[src/rtl/booth_mult_seq.sv]
// Sequential radix-2 Booth signed multiplier (WIDTH x WIDTH -> 2*WIDTH) with a start/done handshake.
// Optional macro BOOTH_EARLY_TERM_EN adds a barrel-shift shortcut when the remaining steps are pure shifts.
module booth_mult_seq #(
    parameter int WIDTH = 8
) (
    input  logic                 clk,
    input  logic                 clr,
    input  logic                 start,
    input  logic [WIDTH-1:0]     multiplicand,
    input  logic [WIDTH-1:0]     multiplier,
    output logic [2*WIDTH-1:0]   product,
    output logic                 busy,
    output logic                 done,
    output logic [1:0]           dbg_state
);

    localparam int CW = $clog2(WIDTH + 1);

    localparam logic [1:0] S_IDLE = 2'd0;
    localparam logic [1:0] S_CALC = 2'd1;
    localparam logic [1:0] S_DONE = 2'd2;

    // Handshake: start is sampled only while busy is low (IDLE); the edge that
    // samples it is the accepting edge. done is high for exactly one cycle and
    // product is valid from that cycle until the next completed operation.

    logic [1:0]         state_q, state_d;
    logic [WIDTH:0]     a_q, a_d;
    logic [WIDTH:0]     m_q, m_d;
    logic [WIDTH-1:0]   q_q, q_d;
    logic               q0_q, q0_d;
    logic [CW-1:0]      count_q, count_d;
    logic [2*WIDTH-1:0] prod_q, prod_d;

    logic [WIDTH:0]     a_step;
    logic [WIDTH:0]     a_shr;
    logic [WIDTH-1:0]   q_shr;

    logic               et_hit;
    logic [2*WIDTH:0]   et_aq;

    always_comb begin
        case ({q_q[0], q0_q})
            2'b01:   a_step = a_q + m_q;
            2'b10:   a_step = a_q - m_q;
            default: a_step = a_q;
        endcase
        a_shr = {a_step[WIDTH], a_step[WIDTH:1]};
        q_shr = {a_step[0], q_q[WIDTH-1:1]};
    end

`ifdef BOOTH_EARLY_TERM_EN
    logic [WIDTH:0]     one_sh;
    logic [WIDTH-1:0]   low_mask;

    // Uniform low multiplier bits (including Q0) mean every remaining step is "00" or "11".
    always_comb begin
        one_sh   = {{WIDTH{1'b0}}, 1'b1} << count_q;
        low_mask = one_sh[WIDTH-1:0] - {{(WIDTH-1){1'b0}}, 1'b1};
        et_hit   = (!q0_q && ((q_q & low_mask) == '0)) ||
                   ( q0_q && ((q_q & low_mask) == low_mask));
        et_aq    = $unsigned($signed({a_q, q_q}) >>> count_q);
    end
`else
    always_comb begin
        et_hit = 1'b0;
        et_aq  = '0;
    end
`endif

    always_comb begin
        state_d = state_q;
        a_d     = a_q;
        m_d     = m_q;
        q_d     = q_q;
        q0_d    = q0_q;
        count_d = count_q;
        prod_d  = prod_q;
        case (state_q)
            S_IDLE: begin
                if (start) begin
                    m_d     = {multiplicand[WIDTH-1], multiplicand};
                    q_d     = multiplier;
                    a_d     = '0;
                    q0_d    = 1'b0;
                    count_d = CW'(WIDTH);
                    state_d = S_CALC;
                end
            end
            S_CALC: begin
                if (et_hit) begin
                    a_d     = et_aq[2*WIDTH:WIDTH];
                    q_d     = et_aq[WIDTH-1:0];
                    count_d = '0;
                    prod_d  = et_aq[2*WIDTH-1:0];
                    state_d = S_DONE;
                end else begin
                    a_d     = a_shr;
                    q_d     = q_shr;
                    q0_d    = q_q[0];
                    count_d = count_q - CW'(1);
                    if (count_q == CW'(1)) begin
                        prod_d  = {a_shr[WIDTH-1:0], q_shr};
                        state_d = S_DONE;
                    end
                end
            end
            S_DONE: begin
                state_d = S_IDLE;
            end
            default: begin
                state_d = S_IDLE;
            end
        endcase
    end

    always_ff @(posedge clk or posedge clr) begin
        if (clr) begin
            state_q <= S_IDLE;
            a_q     <= '0;
            m_q     <= '0;
            q_q     <= '0;
            q0_q    <= 1'b0;
            count_q <= '0;
            prod_q  <= '0;
        end else begin
            state_q <= state_d;
            a_q     <= a_d;
            m_q     <= m_d;
            q_q     <= q_d;
            q0_q    <= q0_d;
            count_q <= count_d;
            prod_q  <= prod_d;
        end
    end

    assign product   = prod_q;
    assign busy      = (state_q != S_IDLE);
    assign done      = (state_q == S_DONE);
    assign dbg_state = state_q;

endmodule

[config.mk]
export PLATFORM = sky130hd
export DESIGN_NAME = booth_mult_seq
export DESIGN_NICKNAME = d
export VERILOG_FILES = /design/src/rtl/booth_mult_seq.sv
export SDC_FILE = /design/constraint.sdc
export NUM_CORES = 1
export LEC_CHECK = 0
export ABC_AREA = 1
export CORE_MARGIN = 3
export CORE_UTILIZATION = 54
export DETAILED_ROUTE_END_ITERATION = 7
export HOLD_SLACK_MARGIN = 0.08
export PLACE_DENSITY = 0.8
export SYNTH_ARGS = -nofsm -noshare
export SYNTH_HDL_FRONTEND = slang
export SYNTH_SLANG_ARGS = --single-unit
[constraint.sdc]
create_clock -name clk -period 2.7 [get_ports clk]
set_input_delay 0.54 -clock clk [delete_from_list [all_inputs] [get_ports clk]]
set_output_delay 0.54 -clock clk [all_outputs]
set_load 0.1 [all_outputs]
==> results of run 1 <==
-- layout by cell type (no fill, tap or decap), drive strengths merged --
cell,Yosys,routed
nand2,92,92
a21oi,11,11
or3,1,1
o21bai,1,1
a22oi,7,7
xor2,5,5
o211ai,3,3
nand3,14,14
dfrtp,47,47
a21boi,1,1
nor2,14,14
nand3b,1,1
buf,7,23
a31oi,1,1
o21ai,35,35
ha,12,12
xnor2,1,1
o22ai,4,4
inv,48,48
fa,1,1
a21o,2,2
clkinvlp,0,1
clkdlybuf4s50,0,18
or2,1,1
clkbuf,1,7
a22o,1,1
nand4,1,1
-- per-layer routing --
metal	track usage (%)	share of wire [%]	up-vias
met4	4.94	1.4	0
met3	4.54	4.2	8
li1	-	-	1085
met2	34.4	48	44
met5	0	0	-
met1	28.5	46	995
-- metrics by stage --
step	area, um^2	setup slack, ns	hold WS [ns]
2_1_floorplan	2580	0.245	0.445
3_3_place_gp	2940	0.236	0.458
3_5_place_dp	2940	0.146	0.466
4_1_cts	3050	0.139	0.479
5_1_grt	3050	-0.00799	0.503
6_report	3050	0.210	0.479
-- cell families (layout without fill, tap and decap cells) --
logic type / Yosys count / in the layout / share of synthesized area, %
AOI/OAI and AO/OA: 66 / 66 / 16.0
xor gates and xnor gates: 6 / 6 / 2.04
adders and majority gates: 13 / 13 / 6.60
buffers and inverters: 56 / 97 / 9.31
DFF: 47 / 47 / 45.6
and+or+nand+nor: 124 / 124 / 20.5
-- cell type report --
| class | count | area share, % |
|---|---|---|
| clock buffer | 7 | 3.16 |
| inverter | 48 | 5.98 |
| multi-input combinational | 209 | 38.4 |
| clock inverter | 1 | 0.246 |
| sequential | 47 | 38.5 |
| timing repair buffer | 41 | 11.6 |
| tap | 52 | 2.13 |
-- sequential cells by signal (all words and copies together), names as in the netlist --
| signal | cells |
|---|---|
| dbg_state | 2 |
| product | 16 |
| a_q | 8 |
| q_q | 8 |
| q0_q | 1 |
| count_q | 4 |
| m_q | 8 |
-- path summary, 6_finish.rpt --
| path | start | end | slack, ns | cells after the start |
|---|---|---|---|---|
| max reg2reg | m_q[1] | a_q[7] | 0.21 | 20 |
| max | m_q[1] | a_q[7] | 0.21 | 20 |
| min in group asynchronous | clr | product[1] | 0.49 | 2 |
| max in group asynchronous | clr | a_q[7] | 1.66 | 3 |
| min reg2reg | count_q[3] | count_q[3] | 0.48 | 1 |
| min | count_q[3] | count_q[3] | 0.48 | 1 |
-- what timing repair did --
action	CTS	global route
buffers inserted	0	0
setup endpoints to repair	0	4
gates resized for setup	0	2
-- critical path, cell delays in order (launching register included) --
cell and delay, ns:
dfrtp_1 0.38, inv_1 0.10, ha_1 0.18, nand2_1 0.09, nor2_1 0.13, nor2_1 0.09, a21oi_2 0.14, xnor2_1 0.14
inv_1 0.06, ha_1 0.32, nand2_1 0.10, inv_1 0.04, nand2_1 0.07, nand2_1 0.05, a21oi_1 0.11, nand2_1 0.08
nand3_1 0.09, nand2_1 0.05, nand2_1 0.09, nand2_1 0.06, nand2_1 0.07
==> results by group, run 1 <==
Status
  • Status: complete, no violations

CTS
  • Max Root-Sink Buffers: 2
  • CTS tree: yes
  • Clock latency on the worst-skew pair: approximately 0.31 ns
  • Clock sinks: 47
  • H-tree depth: 2
  • Clock-pin slew on the worst setup and hold paths: around 0.08 ns
  • Clock buffer count from CTS: 5
  • Hold buffers post-CTS: 0
  • Root Driver: clkbuf_8

Drt
  • WL per Instance: around 13 um
  • Detail Route Antenna Nets: 0
  • First-pass detailed-route iteration total: 4
  • Via density: ~5.3
  • Drt total wl: between 5 and 6 mm
  • Vias post-DR: approximately 2100
  • Initial DRC count: 121
  • DRC violations left: 0

Placed design
  • HPWL Detailed: 4.10 mm
  • Port-buffer cells: 38
  • Final RePlAce weighted congestion: ~0.95
  • DP Cell Count: 397

Finish
  • Non-filler cells, final: between 400 and 500
  • Area of the multi-input gates: 0.00117 mm^2
  • Fill cell count: ~370
  • Final core occ: between 60% and 70%
  • Area delta synth->final: 18.3%
  • Register area: approximately 0.0012 mm^2
  • Diode count: 0
  • Nets: approximately 380
  • Share of cells above drive strength 1: roughly 15%

Worst setup path
  • Data required time of the critical path: around 2.9 ns
  • Worst Setup Path Type: register to register
  • Worst-path maximum fanout: 4
  • CP Capture Type: register
  • Critical path arrival: approximately 2.7 ns
  • CP Launch Type: register

Yosys
  • Mapped Cells: 312
  • Post-Syn Area per Cell: 8.27 um^2
  • Ys flop type: dfrtp_1
  • Number of synthesized register bits: 47
  • Most common cell in the synthesized netlist: nand2_1
  • Post-Synthesis Cell Area: 0.00258 mm^2
  • Seq/Total Area, Yosys: a little under half
  • Unique masters post-synth: 35
  • Biggest area consumer among synthesized cells: dfrtp_1
  • Synth top area cells: dfrtp_1 46%, nand2_1 13%, inv_1 6.3%, ha_1 5.8%, o21ai_0 3.7%
  • Syn_nets: 344
  • Yosys warnings: 0
  • Synth cell count leaders: 91 x nand2_1, 47 x dfrtp_1, 43 x inv_1
  • Share of synthesized registers carrying an async set or reset: 100%
  • Number of flops mapped to enable cells by yosys: 0
  • Yosys top cell area share: a little under half

Job
  • Max Cap Violations: 0

Global route
  • Initial antenna violation count: 0
  • Number of global-route vias before repair: 2037
  • Grt ovf: 0
  • Largest net degree at the start of global routing: 27
  • Total GRT Usage: between 20% and 30%
  • First-pass GRT wire length: around 9 mm

Die
  • DIE HEIGHT: between 70 and 80 um
  • CORE AREA: about 0.0045 mm^2
  • Boundary Pins: 39
  • DIE AREA: 0.00564 mm^2
  • Initial Util: 57.7%
  • Row count: 24
  • Die W: between 70 and 80 um

Timing
  • Crit path time final: ~2.5 ns
  • Peak Freq: 0.402 GHz
  • Slew headroom: 65.7%
  • Slew Limit Fails: 0
  • Hold violation count in the final report: 0
  • Worst-Margin Slew: roughly 0.5 ns
  • Post-route clock period utilization: slightly above 90%
  • Setup TNS Final: 0 ns
  • RSZ-0062 raised after global routing: yes
  • Worst Skew: 0.00971 ns
  • Setup violators final: 0

Worst hold path
  • HP Class: register to register
Power of run 1 is not shown: default switching activity piles up to over one toggle a cycle in this logic, so the estimate is an artifact.
==> run 2, diff against run 1 <==
--- a/config.mk
+++ b/config.mk
@@ -11,6 +11,7 @@
 export DETAILED_ROUTE_END_ITERATION = 7
 export HOLD_SLACK_MARGIN = 0.08
 export PLACE_DENSITY = 0.8
+export REMOVE_ABC_BUFFERS = 1
 export SYNTH_ARGS = -nofsm -noshare
 export SYNTH_HDL_FRONTEND = slang
 export SYNTH_SLANG_ARGS = --single-unit
==> run 2 against run 1 <==
  * Critical path depth shrank 6
  * Core utilization grew 0.34 points
  * Cell area grew 0.49%
  * Global-route usage grew 0.48 points
  * Via count shrank 0.42%
  * Non-clock buffer count is the same
  * First-iteration DRC count grew 29%
  * Count of clock-buffer cells in the layout is the same
  * Critical path type unchanged
==> results by group, run 2 (synthesized netlist as in run 1, its figures left out) <==
Worst hold path
  • WHS Path Cells: 2
  • HP Class: register to register

Worst setup path
  • Worst r2r dst: a_q[6]
  • R2r worst-path depth: 14
  • Worst Setup Path Type: register to register
  • Flop2flop setup slack: ~0.23 ns
  • CP Launch Type: register
  • Worst setup path end: a_q[6]
  • Critical path arrival: around 2.7 ns
  • Reg-to-Reg Start: m_q[0]
  • Crit. Startpoint: m_q[0]
  • Data required time of the critical path: a little under 3 ns
  • Worst-path maximum fanout: 6
  • CP Capture Type: register

Timing
  • Crit path time final: between 2 and 2.5 ns
  • Worst setup margin: around 0.23 ns
  • Hold violation count in the final report: 0
  • Slew headroom: approximately 65%
  • Setup violators final: 0
  • RSZ-0062 raised after global routing: no
  • Worst Skew: 0.0119 ns
  • Peak Freq: a little over 0.4 GHz
  • Worst-Margin Slew: approximately 0.53 ns
  • Post-route clock period utilization: 91.4%
  • Slew Limit Fails: 0

Die
  • DIE HEIGHT: 75.1 um
  • Die W: ~75 um
  • CORE AREA: 0.00447 mm^2
  • Boundary Pins: 39
  • Row count: 24
  • Initial Util: between 50% and 60%
  • DIE AREA: roughly 0.0056 mm^2

Drt
  • DRC violations left: 0
  • First-pass detailed-route iteration total: 4
  • Via density: roughly 5.2
  • Initial DRC count: around 160
  • Drt total wl: 5.34 mm
  • Vias post-DR: ~2100
  • Detail Route Antenna Nets: 0
  • WL per Instance: ~13 um

Job
  • Max Cap Violations: 0

CTS
  • Max Root-Sink Buffers: 2
  • Clock-pin slew on the worst setup and hold paths: ~0.090 ns
  • Clock sinks: 47
  • Clock latency on the worst-skew pair: 0.29 ns
  • H-tree depth: 2
  • Postcts setup bufs: 0
  • CTS tree: yes
  • Root Driver: clkbuf_8
  • Clock buffer count from CTS: 5

Finish
  • Nets: 384
  • Commonest cells after routing, fill and taps aside: 91 x nand2_1, 47 x dfrtp_1, 41 x inv_1
  • Diode count: 0
  • Fill cell count: between 300 and 400
  • Most common cell after layout, fill and taps aside: nand2_1
  • Share of cells above drive strength 1: between 10% and 20%
  • Area delta synth->final: 18.9%
  • Max reg flops: 16

Global route
  • First-pass GRT wire length: roughly 9.2 mm
  • Total GRT Usage: 21.5%
  • Grt ovf: 0
  • Initial antenna violation count: 0
  • Largest net degree at the start of global routing: 27
  • Number of global-route vias before repair: between 2000 and 2500

Placed design
  • HPWL Detailed: slightly below 4 mm
  • Setup WS pre-CTS: 0.235 ns
  • Port-buffer cells: 38
  • Final RePlAce weighted congestion: approximately 0.98

Status
  • Status: complete, no violations
## run 2: cell types whose count changed in the layout (fill, tap and decap cells not counted)
| cell | before | now |
|---|---|---|
| ha_1 | 11 | 9 |
| inv_2 | 5 | 6 |
| ha_2 | 1 | 2 |
| inv_1 | 42 | 41 |
| ha_4 | 0 | 1 |
## run 2: final cells by class
cell class,instances,area [um^2],area share (%)
inverter,48,183,5.95
clock buffer,7,96.3,3.14
multi-input combinational,209,1190,38.7
clock inverter,1,7.51,0.245
tap,52,65.1,2.12
sequential,47,1180,38.3
timing repair buffer,41,353,11.5
## run 2: worst min path at each step
stage / start / endpoint
after floorplan: count_q[3] / count_q[3]
after global placement: product[8] / product[8]
after detailed placement: product[7] / product[7]
after CTS: product[12] / product[12]
after global routing: product[0] / product[0]
final: product[12] / product[12]
## run 2: worst max-delay path, stage by stage (launching register included)
cell,delay (ns)
dfrtp_1,0.38
inv_2,0.06
ha_2,0.18
nand2_1,0.10
nor2_2,0.05
nor2_1,0.21
xor2_1,0.18
inv_1,0.06
ha_1,0.35
a21o_1,0.22
a21oi_1,0.19
a21o_1,0.14
nand3_1,0.09
nand3_1,0.11
nand2_1,0.06
## run 2: timing repair
item | 4_1_cts | 5_1_grt
endpoints found under the hold margin | 0 | 0
setup endpoints to repair | 0 | 9
hold buffers | 0 | 0
gates resized for setup | 0 | 6
## run 2: metrics by stage
step,TNS [ns],cells,util [%],hold WS [ns],instance area (um^2)
finish,0,405,68.6,0.486,3070
global route,0,405,68.6,0.522,3070
CTS,0,405,68.0,0.489,3040
detailed placement,0,397,65.7,0.467,2940
global placement,0,397,65.7,0.456,2940
floorplan,-0.180,304,-,0.445,2520
## run 2: per-layer routing
| layer | global-route usage, % | vias up | wire, um |
|---|---|---|---|
| li1 | - | 1082 | - |
| met1 | 27.5 | 983 | 2470 |
| met2 | 35.9 | 54 | 2540 |
| met3 | 4.41 | 4 | 295 |
| met4 | 7.91 | 0 | 40 |
| met5 | 0 | - | 0 |
Power of run 2 is left out for the same reason.
==> run 3, diff against run 2 <==
--- a/config.mk
+++ b/config.mk
@@ -6,6 +6,7 @@
 export NUM_CORES = 1
 export LEC_CHECK = 0
 export ABC_AREA = 1
+export CORE_ASPECT_RATIO = 1.25
 export CORE_MARGIN = 3
 export CORE_UTILIZATION = 54
 export DETAILED_ROUTE_END_ITERATION = 7
==> run 3 against run 2 <==
  * Hold slack got worse by 0.0027 ns
  * Clock skew decreased by 0.0036 ns
  * Sequential cell count unchanged
  * Register-to-register slack improved by 0.03 ns
  * Via count increased by 1.0%
  * Critical endpoint is now a_q[7]
==> results by group, run 3 (synthesized netlist as in run 1, its figures left out) <==
Timing
  • Slew headroom: 61.3%
  • Hold violation count in the final report: 0
  • Worst-Margin Slew: 0.580 ns
  • RSZ-0062 raised after global routing: no
  • Peak Freq: about 0.4 GHz
  • Slew Limit Fails: 0
  • Crit path time final: 2.44 ns
  • Setup violators final: 0
  • Post-route clock period utilization: approximately nine tenths
  • Worst Skew: slightly above 0.008 ns
  • Hold_ws: between 0.4 and 0.5 ns

Worst setup path
  • CP Capture Type: register
  • CP Launch Type: register
  • Crit path max-delay family: simple AND/OR/NAND/NOR gates
  • Critical path's largest stage delay: slightly below 0.4 ns
  • WP buf/inv: 2
  • Crit. Startpoint: m_q[0]
  • Critical path's most frequent cell: nand2_1
  • R2r worst-path depth: 19
  • Crit-path cells: inv_1 -> ha_1 -> nand2_1 -> nor2_1 -> nor2_1 -> a21oi_1 -> xnor2_1 -> inv_1 -> ha_4 -> nand2_1 -> nor2_1 -> nand2_1 -> nand3_1 -> nand2_1 -> nand3_1 -> nand2_1 -> nand2_1 -> nand2_1 -> nand2_1
  • Slowest CP cell: dfrtp_1
  • Worst Setup Path Type: register to register
  • Worst r2r dst: a_q[7]
  • Cell count along the critical path: 19
  • Worst-path maximum fanout: 4
  • Critical path arrival: roughly 2.7 ns
  • Reg-to-Reg Start: m_q[0]
  • Flop2flop setup slack: approximately 0.26 ns
  • Worst setup path end: a_q[7]
  • Data required time of the critical path: 2.94 ns

Global route
  • Grt ovf: 0
  • Number of global-route vias before repair: roughly 2100
  • Total GRT Usage: a little over a fifth
  • Largest net degree at the start of global routing: 48
  • First-pass GRT wire length: 9.46 mm
  • Initial antenna violation count: 0

Die
  • Row count: 27
  • Boundary Pins: 39
  • Die W: approximately 68 um
  • CORE AREA: between 0.004 and 0.005 mm^2
  • DIE AREA: 0.00565 mm^2
  • Initial Util: 57.4%
  • DIE HEIGHT: roughly 83 um

Finish
  • Area of the multi-input gates: 0.00118 mm^2
  • Diode count: 0
  • Commonest cells after routing, fill and taps aside: 91 x nand2_1, 47 x dfrtp_1, 42 x inv_1
  • Register area: approximately 0.0012 mm^2
  • Area delta synth->final: 18.2%
  • Fill cell count: slightly above 400
  • Share of cells above drive strength 1: about 14%
  • Non-filler cells, final: 410
  • Most common cell after layout, fill and taps aside: nand2_1
  • Max reg flops: 16
  • Nets: between 300 and 400

CTS
  • Clock sinks: 47
  • Clock-pin slew on the worst setup and hold paths: ~0.090 ns
  • Hold buffers post-CTS: 0
  • CTS tree: yes
  • Postcts setup bufs: 0
  • H-tree depth: 2
  • Clock buffer count from CTS: 5
  • Root Driver: clkbuf_8
  • Clock latency on the worst-skew pair: 0.30 ns
  • Max Root-Sink Buffers: 2

Drt
  • DRC violations left: 0
  • Initial DRC count: roughly 150
  • Via density: approximately 5.2
  • Detail Route Antenna Nets: 0
  • First-pass detailed-route iteration total: 4
  • WL per Instance: roughly 14 um
  • Vias post-DR: between 2000 and 2500
  • Drt total wl: 5.60 mm

Placed design
  • Port-buffer cells: 38
  • HPWL Detailed: just over 4 mm
  • DP Cell Count: 402
  • Final RePlAce weighted congestion: roughly 0.87

Job
  • Max Cap Violations: 0

Worst hold path
  • HP Class: register to register

Status
  • Status: complete, no violations
==> run 3: cell type report <==
type / instances / share of cell area (%)
multi-input cells: 209 / 38.6
flip-flops and latches: 47 / 38.6
repair buffers: 40 / 11.3
inverters: 48 / 5.99
clock buffers: 7 / 2.83
well taps: 58 / 2.38
clock inverters: 1 / 0.287
==> run 3: tightest hold or removal path, stage by stage, from the launching register on <==
cell,delay [ns]
dfrtp_1,0.35
nand2_1,0.05
nand2_1,0.05
==> run 3: what timing repair did <==
action / CTS / global route
resized for setup: 0 / 2
setup endpoints to repair: 0 / 3
hold endpoints to repair: 0 / 0
==> run 3: through the flow <==
stage          setup slack (ns)  utilization, %  setup TNS (ns)  instance area [um^2]
2_1_floorplan            -0.180               -          -0.180                  2520
3_3_place_gp              0.260            65.4               0                  2940
3_5_place_dp              0.227            65.4               0                  2940
4_1_cts                   0.194            67.6               0                  3040
5_1_grt                  0.0177            67.9               0                  3050
6_report                  0.264            67.9               0                  3050
==> run 3: worst min path at each step <==
stage / from / to / slack (ns) / cells past startpoint
floorplan: count_q[3] / count_q[3] / 0.45 / 1
global placement: product[12] / product[12] / 0.47 / 2
detailed placement: product[7] / product[7] / 0.46 / 2
CTS: product[7] / product[7] / 0.49 / 2
global route: product[14] / product[14] / 0.50 / 2
finish: product[7] / product[7] / 0.48 / 2
==> run 3: layer usage <==
layer | global-route usage [%] | up-vias | wire [um]
li1 | - | 1074 | -
met1 | 27.4 | 1015 | 2410
met2 | 37.1 | 48 | 2920
met3 | 4.06 | 8 | 181
met4 | 6.51 | 0 | 90
met5 | 0 | - | 0
Power of run 3 is left out for the same reason.
